===== config.mk =====
export PLATFORM = sky130hd
export DESIGN_NAME = pc_fetch_ctrl
export DESIGN_NICKNAME = d
export VERILOG_FILES = /design/src/rtl/pc_fetch_ctrl.sv
export SDC_FILE = /design/constraint.sdc
export NUM_CORES = 1
export LEC_CHECK = 0
export CAP_MARGIN = 20
export CORE_MARGIN = 5
export CORE_UTILIZATION = 36
export DETAILED_ROUTE_END_ITERATION = 10
export PLACE_DENSITY = 0.78
export SETUP_SLACK_MARGIN = 0.05
export SKIP_LAST_GASP = 1
export SLEW_MARGIN = 0
export SYNTH_ARGS = -nofsm -noshare
export SYNTH_HDL_FRONTEND = slang
export SYNTH_SLANG_ARGS = --single-unit

===== constraint.sdc =====
create_clock -name CLK -period 6.8 [get_ports CLK]
set_clock_uncertainty 0.1 [all_clocks]
set_input_delay 1.36 -clock CLK [delete_from_list [all_inputs] [get_ports CLK]]
set_output_delay 1.36 -clock CLK [all_outputs]
set_load 0.005 [all_outputs]

===== src/rtl/pc_fetch_ctrl.sv =====
// Fetch-stage sequencer: drives the PC register, issues one instruction fetch at a time,
// hands instructions to decode and applies trap/mret/branch redirects.
module pc_fetch_ctrl #(
  parameter int ADDR_W     = 32,
  parameter int INSN_BYTES = 4
) (
  input  logic              CLK,
  input  logic              RESET,
  input  logic [ADDR_W-1:0] PC_OUT,
  output logic [ADDR_W-1:0] PC_IN,
  output logic              PC_WRITE,
  input  logic              BR_TAKEN,
  input  logic [ADDR_W-1:0] BR_TARGET,
  input  logic              TRAP,
  input  logic [ADDR_W-1:0] TRAP_VEC,
  input  logic              MRET,
  input  logic [ADDR_W-1:0] EPC,
  output logic              IMEM_REQ,
  output logic [ADDR_W-1:0] IMEM_ADDR,
  input  logic              IMEM_READY,
  input  logic              IMEM_RVALID,
  input  logic [31:0]       IMEM_RDATA,
  output logic              IF_VALID,
  output logic [31:0]       IF_INSTR,
  output logic [ADDR_W-1:0] IF_PC,
  input  logic              IF_READY,
  output logic              FLUSH
);

  typedef enum logic [1:0] {
    S_REQ   = 2'd0,
    S_WAIT  = 2'd1,
    S_OUT   = 2'd2,
    S_DRAIN = 2'd3
  } state_t;

  state_t              state_q, state_d;
  logic [ADDR_W-1:0]   fetch_pc_q, fetch_pc_d;
  logic                if_valid_q, if_valid_d;
  logic [31:0]         if_instr_q, if_instr_d;
  logic [ADDR_W-1:0]   if_pc_q, if_pc_d;

  logic                redirect_s;
  logic [ADDR_W-1:0]   target_s;

  // Redirect detection and fixed-priority target select, word aligned
  always_comb begin
    redirect_s = TRAP | MRET | BR_TAKEN;
    if (TRAP) begin
      target_s = TRAP_VEC;
    end else if (MRET) begin
      target_s = EPC;
    end else begin
      target_s = BR_TARGET;
    end
    target_s[1:0] = 2'b00;
  end

  // Next-state logic and combinational PC/fetch/flush outputs
  always_comb begin
    state_d    = state_q;
    fetch_pc_d = fetch_pc_q;
    if_valid_d = if_valid_q;
    if_instr_d = if_instr_q;
    if_pc_d    = if_pc_q;
    PC_IN      = {ADDR_W{1'b0}};
    PC_WRITE   = 1'b0;
    FLUSH      = 1'b0;
    IMEM_REQ   = 1'b0;
    IMEM_ADDR  = PC_OUT;

    if (RESET) begin
      // Outputs stay quiet while reset is held; the flops are cleared asynchronously
      PC_WRITE = 1'b0;
    end else begin
      IMEM_REQ = (state_q == S_REQ) & ~redirect_s;
      if (redirect_s) begin
        PC_WRITE = 1'b1;
        PC_IN    = target_s;
        FLUSH    = 1'b1;
      end else begin
        FLUSH    = 1'b0;
      end

      case (state_q)
        S_REQ: begin
          if (!redirect_s && IMEM_READY) begin
            PC_WRITE   = 1'b1;
            PC_IN      = PC_OUT + ADDR_W'(INSN_BYTES);
            fetch_pc_d = PC_OUT;
            state_d    = S_WAIT;
          end else begin
            state_d    = S_REQ;
          end
        end
        S_WAIT: begin
          if (redirect_s) begin
            state_d = IMEM_RVALID ? S_REQ : S_DRAIN;
          end else if (IMEM_RVALID) begin
            if_instr_d = IMEM_RDATA;
            if_pc_d    = fetch_pc_q;
            if_valid_d = 1'b1;
            state_d    = S_OUT;
          end else begin
            state_d    = S_WAIT;
          end
        end
        S_OUT: begin
          // A redirect kills the held instruction even when decode is ready
          if (redirect_s || IF_READY) begin
            if_valid_d = 1'b0;
            state_d    = S_REQ;
          end else begin
            state_d    = S_OUT;
          end
        end
        S_DRAIN: begin
          if (IMEM_RVALID) begin
            state_d = S_REQ;
          end else begin
            state_d = S_DRAIN;
          end
        end
        default: begin
          if_valid_d = 1'b0;
          state_d    = S_REQ;
        end
      endcase
    end
  end

  // State and decode-side output registers
  always_ff @(posedge CLK or posedge RESET) begin
    if (RESET) begin
      state_q    <= S_REQ;
      fetch_pc_q <= {ADDR_W{1'b0}};
      if_valid_q <= 1'b0;
      if_instr_q <= 32'h0000_0000;
      if_pc_q    <= {ADDR_W{1'b0}};
    end else begin
      state_q    <= state_d;
      fetch_pc_q <= fetch_pc_d;
      if_valid_q <= if_valid_d;
      if_instr_q <= if_instr_d;
      if_pc_q    <= if_pc_d;
    end
  end

  assign IF_VALID = if_valid_q;
  assign IF_INSTR = if_instr_q;
  assign IF_PC    = if_pc_q;

endmodule


==> run_results.csv <==
group,metric,value,unit
logic_synthesis,synth.area.top_cells,"dfrtp_1 (44%), mux2_2 (13%), nand2_1 (6.7%), buf_4 (4.9%), o211ai_1 (2.8%)",
logic_synthesis,yosysSeqAreaShare,44.0,%
cells_and_area,final_cell_mix,"clkdlybuf4s50_1 (293), nand2_1 (100), dfrtp_1 (99)",
timing,grt_setup_unrepaired,"false",
logic_synthesis,ys_warn_count,0,
clock_tree,clock_sinks,99,
grt,grt_max_degree,52,
drt,drtAntennaViolNets,0,
cells_and_area,final_nets,990,
die,die_h,135,um
timing,drv_slew,0,
logic_synthesis,yosysTopAreaCellShare,44.0,%
logic_synthesis,synth_top_cell_by_area,"dfrtp_1",
drt,drc,0,
timing,hold_viol,0,
die,initial_core_util,36.9,%
min_path,holdPathEnd,"fetch_pc_q[16]",
drt,vias,5386,
cells_and_area,drive_gt1_share,12.2,%
status,outcome,"finished clean",
timing,worst_slew_pin_slew,0.809,ns
clock_tree,cts.repair.resized,0,
placed_design,hpwlAfterDp,15400,um
drt,drtPass1Iterations,5,
clock_tree,cts_inserted_buffers,9,
timing,fmax,175,MHz
power,power,2.08,mW
critical_path,r2r_end,"fetch_pc_q[0]",
die,core.rowCount,45,
critical_path,timing.rr.start,"state_q[1]",
cells_and_area,fillers,1322,
timing,slew_headroom,45.9,%
flow_run,maxCapViolCount,0,
clock_tree,clock_latency,0.34,ns
logic_synthesis,syn_avg_cell_area,9.75,um2
critical_path,crit_type,"in2out",
timing,period_needed,5.72,ns
min_path,hold_depth,2,
cells_and_area,syn2layout_area_growth,56.5,%
critical_path,ff2ff_setup_slack,4.55,ns
placed_design,io_buffers,293,
critical_path,worstSetupStartpointType,"input pin",
critical_path,max_stage_delay,0.72,ns
logic_synthesis,postSynthCellCount,578,
die,die_x,135,um
logic_synthesis,synth_edf_count,0,
drt,wirelength,19500,um
power,vdd_drop_max,0.113,mV
cells_and_area,final_common_cell,"clkdlybuf4s50_1",
logic_synthesis,synth_seq_cells,99,
logic_synthesis,synth-main-ff-cell,"dfrtp_1",
clock_tree,htree_levels,3,
critical_path,path_max_fanout,8,
clock_tree,clk_path_buf_depth,2,
logic_synthesis,ys_async_sr_fraction,100,%
logic_synthesis,syn_nets,749,
grt,antenna_found_initial,0,
die,core-area,15300,um2
timing,min_period_over_period,84.0,%
drt,wl_per_cell,18.9,um
power,leakagePower,3.68,nW
critical_path,endpoint_kind,"output port",
critical_path,required,5.34,ns
placed_design,place_congestion,0.878,
timing,tns,0,ns
clock_tree,cts_root_buffer,"clkbuf_16",
critical_path,crit_family,"simple AND/OR/NAND/NOR gates",
critical_path,r2r_cells,4,
logic_synthesis,synth.distinct_cells,53,
grt,grt_pass1_wl,29300,um
die,io_pins,300,
critical_path,crit_chain,"clkdlybuf4s50_1 > nand4_1 > or4_1 > or4_1 > o211ai_1 > clkdlybuf4s50_1",
cells_and_area,diodes,0,
min_path,worstHoldStart,"fetch_pc_q[16]",
clock_tree,cts_setup_buffers,0,
critical_path,path_buf_inv,2,
grt,grt_pass1_vias,5252,
timing,holdWs,0.370,ns
logic_synthesis,synthesis.area,5640,um2
critical_path,crit_arrival,4.26,ns
clock_tree,clkTransAtPathRegs,0.06,ns
min_path,hold_path.class,"reg2reg",
critical_path,cpMaxStageDelayCell,"or4_1",
timing,setup_viol,0,
grt,gr-total-overflow,0,
drt,vias_per_cell,5.21,
clock_tree,cts_tree,"done",
grt,grt_use_total,20.4,%
clock_tree,cts_hold_buf,0,
drt,drtIter0Drc,276,
power,cellPowerDensity,236,nW/um2
die,fp.dieArea,18300,um2
kinds of logic after synthesis:
group / share of synthesized area [%]
buffers and inverters: 8.39
AOI/OAI and AO/OA: 13.4
DFF: 44.0
adders and majority gates: 0.666
xor gates and xnor gates: 1.40
muxes: 12.8
and+or+nand+nor: 19.4
metrics by stage:
stage	setup slack (ns)	utilization [%]	instances	instance area (um2)
final	1.08	57.8	1034	8820
after global routing	0.953	57.8	1034	8820
after CTS	1.12	57.8	1034	8820
after detailed placement	1.12	55.7	1019	8500
after global placement	1.14	55.7	1019	8500
after floorplan	0.161	-	578	5640
layer usage:
layer	track usage [%]	share of wire, %
met4	7.05	2.2
met1	26.2	41
met5	0	0
met3	4.49	7.8
met2	34.1	49
synth_stat cells, types with 12 or more instances:
cell and number:
nand4_1 19, nand2_1 100, mux2_2 64, a221o_1 15, clkbuf_1 29, nand3_1 17
dfrtp_1 99, o21ai_0 12, nor3_1 18, o211ai_1 21, buf_4 37, nor2_1 22
layout make-up:
type | count | area (um2) | share of cell area [%]
Clock buffer | 10 | 239 | 2.71
Clock inverter | 5 | 85.1 | 0.964
Inverter | 8 | 32.5 | 0.369
Multi-Input combinational cell | 396 | 2700 | 30.6
Sequential cell | 99 | 2480 | 28.1
Tap cell | 211 | 264 | 2.99
Timing Repair Buffer | 305 | 3020 | 34.3
flip-flops by register name (all words and copies together), names as in the netlist:
register,count
IF_PC,32
IF_INSTR,32
state_q,2
fetch_pc_q,32
IF_VALID,1
worst register-to-register path: cells and delay by family (launching register included):
family / cells / cell delay [ns]
compound gates: 1 / 0.23
buf+inv: 1 / 0.31
flops: 1 / 0.46
simple gates: 2 / 1.04
power by group:
part | switching [mW] | leakage, nW | internal (mW)
logic | 0.243 | 2.21 | 0.418
registers | 0.0928 | 1.32 | 0.772
clock network | 0.220 | 0.155 | 0.332
total | 0.556 | 3.68 | 1.52
worst max path at each step:
| stage | from | endpoint | slack (ns) | cells after the start |
|---|---|---|---|---|
| floorplan | RESET | PC_IN[28] | 0.16 | 4 |
| global placement | TRAP | PC_IN[17] | 1.14 | 7 |
| detailed placement | TRAP | PC_IN[17] | 1.12 | 7 |
| CTS | TRAP | PC_IN[17] | 1.12 | 7 |
| global route | PC_OUT[4] | PC_IN[17] | 0.95 | 6 |
| finish | PC_OUT[4] | PC_IN[17] | 1.08 | 6 |
Note: power is estimated with default switching activity, not from simulation.
